**src/rtl/load_store_unit_if.sv**
```systemverilog
// load_store_unit_if
// Core-side request/response bus of the load/store unit.
//   master : memory stage of the core (drives requests, receives responses)
//   slave  : load_store_unit
// Signals:
//   req_valid/req_ready : request handshake, accepted when both are high
//   is_store, funct3    : access kind and RV32I size/sign encoding
//   addr, wdata         : byte address and store data
//   resp_valid          : one-cycle completion pulse
//   rdata, misaligned   : extended load data and alignment flag, valid with resp_valid
interface load_store_unit_if;
  logic        req_valid;
  logic        req_ready;
  logic        is_store;
  logic [2:0]  funct3;
  logic [31:0] addr;
  logic [31:0] wdata;
  logic        resp_valid;
  logic [31:0] rdata;
  logic        misaligned;

  modport master (
    output req_valid, is_store, funct3, addr, wdata,
    input  req_ready, resp_valid, rdata, misaligned
  );

  modport slave (
    input  req_valid, is_store, funct3, addr, wdata,
    output req_ready, resp_valid, rdata, misaligned
  );
endinterface

```
**src/rtl/load_store_unit.sv**
```systemverilog
// load_store_unit
// Converts RV32I loads/stores (LB/LH/LW/LBU/LHU/SB/SH/SW) into accesses on a
// single-port word-wide data memory. Sub-word stores are read-modify-write;
// loads are sign/zero extended.
// Ports:
//   clk, reset          : clock, asynchronous active-low reset
//   bus (slave)         : core request/response bus, see load_store_unit_if
//   mem_addr            : word-aligned memory address, 0 while idle
//   mem_should_write    : memory write enable (memory commits on falling edge)
//   mem_write_data      : full word to write
//   mem_read_data       : combinational memory read data
// Parameter LOAD_RESP_REG:
//   1 : rdata is cleared after each response (valid only with resp_valid)
//   0 : rdata holds the last load result until the next load response
// Macro LSU_MISALIGN_TRAP_EN:
//   defined   : misaligned accesses skip the memory and respond with misaligned=1
//   undefined : no detection; halfword lane from addr[1], words ignore addr[1:0]
//
// state | meaning
// IDLE  | ready for a request, memory bus quiet
// LOAD  | memory read, extract and extend the addressed lane
// MERGE | memory read, splice store lane into the word (sub-word store)
// WRITE | write enable high for one cycle
// RESP  | resp_valid pulse, then back to IDLE
module load_store_unit #(
  parameter bit LOAD_RESP_REG = 1'b1
) (
  input  logic               clk,
  input  logic               reset,
  load_store_unit_if.slave   bus,
  output logic [31:0]        mem_addr,
  output logic               mem_should_write,
  output logic [31:0]        mem_write_data,
  input  logic [31:0]        mem_read_data
);

  typedef enum logic [2:0] {IDLE, LOAD, MERGE, WRITE, RESP} state_t;

  state_t      state;
  logic [31:0] addr_q;
  logic [31:0] wdata_q;
  logic [2:0]  funct3_q;
  logic        is_store_q;
  logic        mis_q;
  logic [31:0] merge_q;
  logic [31:0] rdata_q;

  logic        req_mis;
  logic        sz_byte;
  logic        sz_half;
  logic [4:0]  shamt;
  logic [31:0] lane_mask;
  logic [31:0] rd_shift;
  logic [31:0] load_ext;
  logic [31:0] merged;

  // Alignment is judged on the incoming request so a misaligned access goes
  // straight to RESP without ever touching the memory.
  always_comb begin
    req_mis = 1'b0;
`ifdef LSU_MISALIGN_TRAP_EN
    if (bus.funct3[1])
      req_mis = (bus.addr[1:0] != 2'b00);
    else if (bus.funct3[0])
      req_mis = bus.addr[0];
`endif
  end

  // funct3[1:0]: 00 byte, 01 half, 1x word (covers 011/110/111 loads as LW
  // and 011 stores as SW). funct3[2] selects zero extension on loads only.
  always_comb begin
    sz_byte   = (funct3_q[1:0] == 2'b00);
    sz_half   = (funct3_q[1:0] == 2'b01);
    shamt     = sz_byte ? {addr_q[1:0], 3'b000} : {addr_q[1], 4'b0000};
    lane_mask = sz_byte ? (32'h0000_00FF << shamt) : (32'h0000_FFFF << shamt);
    rd_shift  = mem_read_data >> shamt;
    merged    = (mem_read_data & ~lane_mask) | ((wdata_q << shamt) & lane_mask);
    if (sz_byte)
      load_ext = funct3_q[2] ? {24'h0, rd_shift[7:0]}
                             : {{24{rd_shift[7]}}, rd_shift[7:0]};
    else if (sz_half)
      load_ext = funct3_q[2] ? {16'h0, rd_shift[15:0]}
                             : {{16{rd_shift[15]}}, rd_shift[15:0]};
    else
      load_ext = mem_read_data;
  end

  always_ff @(posedge clk or negedge reset) begin
    if (!reset) begin
      state      <= IDLE;
      addr_q     <= 32'h0;
      wdata_q    <= 32'h0;
      funct3_q   <= 3'b000;
      is_store_q <= 1'b0;
      mis_q      <= 1'b0;
      merge_q    <= 32'h0;
      rdata_q    <= 32'h0;
    end else begin
      case (state)
        IDLE: begin
          if (bus.req_valid) begin
            addr_q     <= bus.addr;
            wdata_q    <= bus.wdata;
            funct3_q   <= bus.funct3;
            is_store_q <= bus.is_store;
            mis_q      <= req_mis;
            if (req_mis) begin
              state <= RESP;
              if (!bus.is_store)
                rdata_q <= 32'h0;
            end else if (!bus.is_store)
              state <= LOAD;
            else if (bus.funct3[1])
              state <= WRITE;
            else
              state <= MERGE;
          end
        end
        LOAD: begin
          rdata_q <= load_ext;
          state   <= RESP;
        end
        MERGE: begin
          merge_q <= merged;
          state   <= WRITE;
        end
        WRITE: state <= RESP;
        RESP: begin
          state <= IDLE;
          if (LOAD_RESP_REG)
            rdata_q <= 32'h0;
        end
        default: state <= IDLE;
      endcase
    end
  end

  assign bus.req_ready    = (state == IDLE);
  assign bus.resp_valid   = (state == RESP);
  assign bus.rdata        = rdata_q;
  assign bus.misaligned   = mis_q & (state == RESP);
  assign mem_addr         = (state == IDLE) ? 32'h0 : {addr_q[31:2], 2'b00};
  assign mem_should_write = (state == WRITE) & is_store_q;
  assign mem_write_data   = (state != WRITE) ? 32'h0
                          : (funct3_q[1] ? wdata_q : merge_q);

endmodule
```
**src/flat_wrapper.sv**
```systemverilog
// flat-port wrapper written by rule: the top's interface ports become plain ports
module load_store_unit_flat 
#(
  parameter bit LOAD_RESP_REG = 1'b1
)
  (clk, reset, mem_addr, mem_should_write, mem_write_data, mem_read_data, bus_req_valid, bus_is_store, bus_funct3, bus_addr, bus_wdata, bus_req_ready, bus_resp_valid, bus_rdata, bus_misaligned);
  load_store_unit_if bus_i ();
  input  logic clk;
  input  logic reset;
  output logic [31:0] mem_addr;
  output logic mem_should_write;
  output logic [31:0] mem_write_data;
  input  logic [31:0] mem_read_data;
  input wire logic [$bits(bus_i.req_valid)-1:0] bus_req_valid;
  input wire logic [$bits(bus_i.is_store)-1:0] bus_is_store;
  input wire logic [$bits(bus_i.funct3)-1:0] bus_funct3;
  input wire logic [$bits(bus_i.addr)-1:0] bus_addr;
  input wire logic [$bits(bus_i.wdata)-1:0] bus_wdata;
  output wire logic [$bits(bus_i.req_ready)-1:0] bus_req_ready;
  output wire logic [$bits(bus_i.resp_valid)-1:0] bus_resp_valid;
  output wire logic [$bits(bus_i.rdata)-1:0] bus_rdata;
  output wire logic [$bits(bus_i.misaligned)-1:0] bus_misaligned;
  assign bus_i.req_valid = bus_req_valid;
  assign bus_i.is_store = bus_is_store;
  assign bus_i.funct3 = bus_funct3;
  assign bus_i.addr = bus_addr;
  assign bus_i.wdata = bus_wdata;
  assign bus_req_ready = bus_i.req_ready;
  assign bus_resp_valid = bus_i.resp_valid;
  assign bus_rdata = bus_i.rdata;
  assign bus_misaligned = bus_i.misaligned;
  load_store_unit #(.LOAD_RESP_REG(LOAD_RESP_REG)) u_core (.clk(clk), .reset(reset), .bus(bus_i), .mem_addr(mem_addr), .mem_should_write(mem_should_write), .mem_write_data(mem_write_data), .mem_read_data(mem_read_data));
endmodule
```
**config.mk**
```make
export PLATFORM = sky130hd
export DESIGN_NAME = load_store_unit_flat
export DESIGN_NICKNAME = d
export VERILOG_FILES = /design/src/rtl/load_store_unit_if.sv /design/src/rtl/load_store_unit.sv /design/src/flat_wrapper.sv
export SDC_FILE = /design/constraint.sdc
export NUM_CORES = 1
export LEC_CHECK = 0
export ABC_AREA = 1
export CORE_MARGIN = 5
export CORE_UTILIZATION = 54
export CTS_BUF_LIST = sky130_fd_sc_hd__clkbuf_8
export DETAILED_ROUTE_END_ITERATION = 6
export PLACE_DENSITY = 0.92
export SYNTH_ARGS = -nofsm -noshare
export SYNTH_HDL_FRONTEND = slang
export SYNTH_SLANG_ARGS = --single-unit
```
**constraint.sdc**
```tcl
create_clock -name clk -period 2.14 [get_ports clk]
set_input_delay 0.321 -clock clk [delete_from_list [all_inputs] [get_ports clk]]
set_output_delay 0.321 -clock clk [all_outputs]
set_load 0.05 [all_outputs]
```
==> results by group <==
Yosys
  • Share of the synthesized area in the top cell type: 0.471
  • Synth async-reset ratio: 1.00
  • Post-synth top cells: 234 x nand2_1, 135 x dfrtp_1, 129 x inv_1
  • Largest area contributor in the netlist: dfrtp_1
  • Synth cell types: 30
  • Yosys reg bits: 135
  • Mapped cell area: 7170 um^2
  • Most frequent cell after synthesis: nand2_1
  • Post-synthesis sequential area ratio: 0.471
  • EDFF count, synth: 0
  • Mean area per synthesized cell: 7.66 um^2
  • Area contributors post-synth: dfrtp_1 47%, nand2_1 12%, inv_1 6.7%
  • Cells after Synth: 936
  • Yosys Warn Count: 0
  • Post-synth top flop: dfrtp_1

Drt
  • Drt drc: 0
  • Drt first pass iters: 7
  • DR vias: 7,189
  • 1st-iter DRT viols: 767
  • Via density: 5.49
  • Total Wirelength: 23.1 mm
  • DR WL/cell: 17.6 um
  • Antenna Violating Nets Remaining: 0

GRT
  • Global-route wire length before repair: 35.8 mm
  • Initial antenna violation count: 0
  • Largest net degree at the start of global routing: 66
  • Total GRT Usage: 0.286
  • Vias in the first global route: 6,843
  • Grt ovf: 0

Setup path
  • CP Capture Type: output pin
  • Crit-path leading delay family: flip-flops
  • Worst-path cell chain: clkbuf_16, o21ai_0, nand2_1, inv_1, buf_12
  • Critical path arrival: 1.75 ns
  • Largest stage delay, worst path: 0.50 ns
  • Slowest CP cell: dfrtp_2
  • Critical Path Source Type: flip-flop
  • CP Class: reg2out
  • Required @ worst endpoint: 1.82 ns
  • Crit path buf inv count: 3
  • Max FO, Critical Path: 32

Pwr
  • Pwr dens: 1720 nW/um^2
  • Pleak: 5.11 nW
  • VDD IR max: 1.63 mV

Placed design
  • PortBufs: 199
  • Placement Cell Area: 9520 um^2
  • Pre-CTS setup slack: 0.372 ns
  • GP Congestion: 0.962
  • Placed wire-length estimate: 16.5 mm

Clocking
  • Worst-skew pair later-pin latency: 0.45 ns
  • Reg clk slew, reported paths: 0.08 ns
  • CTS buffer count: 17
  • Clk root buf: clkbuf_8
  • CTS tree: built
  • H-tree depth: 4
  • Clock sink count: 135
  • Buffer depth of the longest clock path: 2

Cells and area
  • Share of cells above drive strength 1: 0.154
  • Antenna diodes: 0
  • Final instance area: 10,100 um^2
  • Final nets: 1,224
  • Area Overhead vs Synth: 40.4%

STA
  • Slew at the pin closest to its max-slew limit: 0.964 ns
  • Worst slew margin: 0.357
  • Clk_skew: 0.0147 ns
  • Setup violations, final: 0
  • Final Cycle Share: 0.968
  • Final Hold Fails: 0
  • Fin crit period: 2.07 ns
  • Max Slew Vio Count: 0
  • Fmax: 483 MHz
  • PnR worst setup slack: 0.0686 ns

Flow run
  • Max-cap violations: 0

Worst hold path
  • Hold WC Path Type: in2async

Floorplanning
  • Row count: 42
  • Die extent in y: 125 um
  • Initial Utilization: 0.546
  • Die area: 15,700 um^2
  • Core ar.: 13,100 um^2
  • Die width: 125 um
  • Total I/O pin count: 203

Status
  • Status: complete, no violations
-- flip-flops by register name, summed over array words and instances, names as in the netlist --
name,cells
u_core.bus.rdata,32
u_core.funct3_q,3
u_core.is_store_q,1
u_core.addr_q,32
u_core.merge_q,32
u_core.state,3
u_core.wdata_q,32
-- per-layer routing --
| layer | part of all wire | track usage | routed length, um | vias up |
|---|---|---|---|---|
| li1 | - | - | - | 3309 |
| met3 | 0.11 | 0.0938 | 2540 | 101 |
| met4 | 0.049 | 0.129 | 1140 | 0 |
| met5 | 0 | 0 | 0 | - |
| met2 | 0.47 | 0.464 | 10800 | 448 |
| met1 | 0.37 | 0.349 | 8580 | 3331 |
-- cell families after synthesis --
logic type             synth area share
and+or+nand+nor                   0.232
AOI/OAI and AO/OA                 0.140
buffers and inverters             0.118
muxes                            0.0392
other                          0.000523
DFF                               0.471
-- worst register-to-register path: stages (launching register included) --
cell	delay, ns
dfrtp_1	0.60
nand2_4	0.32
nand2_2	0.35
inv_2	0.11
o21ai_0	0.25
o22ai_1	0.16
-- path summary, 6_finish.rpt --
check,startpoint,endpoint,slack (ns),cells past startpoint
min,reset,u_core.wdata_q[20],0.40,2
min in group clk,bus_addr[24],u_core.addr_q[24],0.45,3
max reg2reg,u_core.addr_q[0],u_core.merge_q[20],0.22,5
min reg2reg,u_core.bus.rdata[23],u_core.bus.rdata[23],0.48,2
max,u_core.funct3_q[1],mem_write_data[26],0.07,5
max in group asynchronous,reset,u_core.funct3_q[1],1.01,3
-- through the flow --
stage | utilization | power (mW) | cells | hold WS, ns | TNS [ns]
4_1_cts | 0.761 | 17.0 | 1308 | 0.399 | 0
6_report | 0.767 | 17.3 | 1310 | 0.401 | 0
5_1_grt | 0.767 | 18.3 | 1310 | 0.424 | -0.0167
2_1_floorplan | - | 11.4 | 938 | 0.0254 | 0
3_3_place_gp | 0.725 | 14.3 | 1271 | 0.322 | 0
3_5_place_dp | 0.725 | 14.6 | 1271 | 0.323 | 0
-- final cells by class --
class / instances / area [um^2]
multi-input combinational: 612 / 2980
inverter: 133 / 509
clock buffer: 19 / 262
fill: 911 / 3070
timing repair buffer: 222 / 2570
sequential: 135 / 3380
tap: 176 / 220
clock inverter: 13 / 155
-- power breakdown --
group / total, mW / switching, mW / internal, mW
sequential: 4.54 / 0.759 / 3.78
clock: 2.22 / 1.01 / 1.20
combinational: 10.5 / 7.00 / 3.53
total: 17.3 / 8.77 / 8.52
-- layout by cell type, fill, tap and decap left out, types with 25 or more instances in the layout --
master / instances
o21ai_0: 76
inv_1: 126
nand2_1: 233
nand3_1: 42
a21oi_1: 59
clkdlybuf4s50_1: 133
mux2_2: 25
dfrtp_1: 134
buf_4: 42
buf_12: 40
nor2_1: 110
-- repair_timing --
item / 4_1_cts / 5_1_grt
hold buffers: 1 / 0
gates cloned: 1 / 2
endpoints found under the hold margin: 56 / 0
resized for setup: 3 / 15
setup endpoints to repair: 1 / 41
setup buffers: 3 / 0
Note: power is estimated with default switching activity, not from simulation.
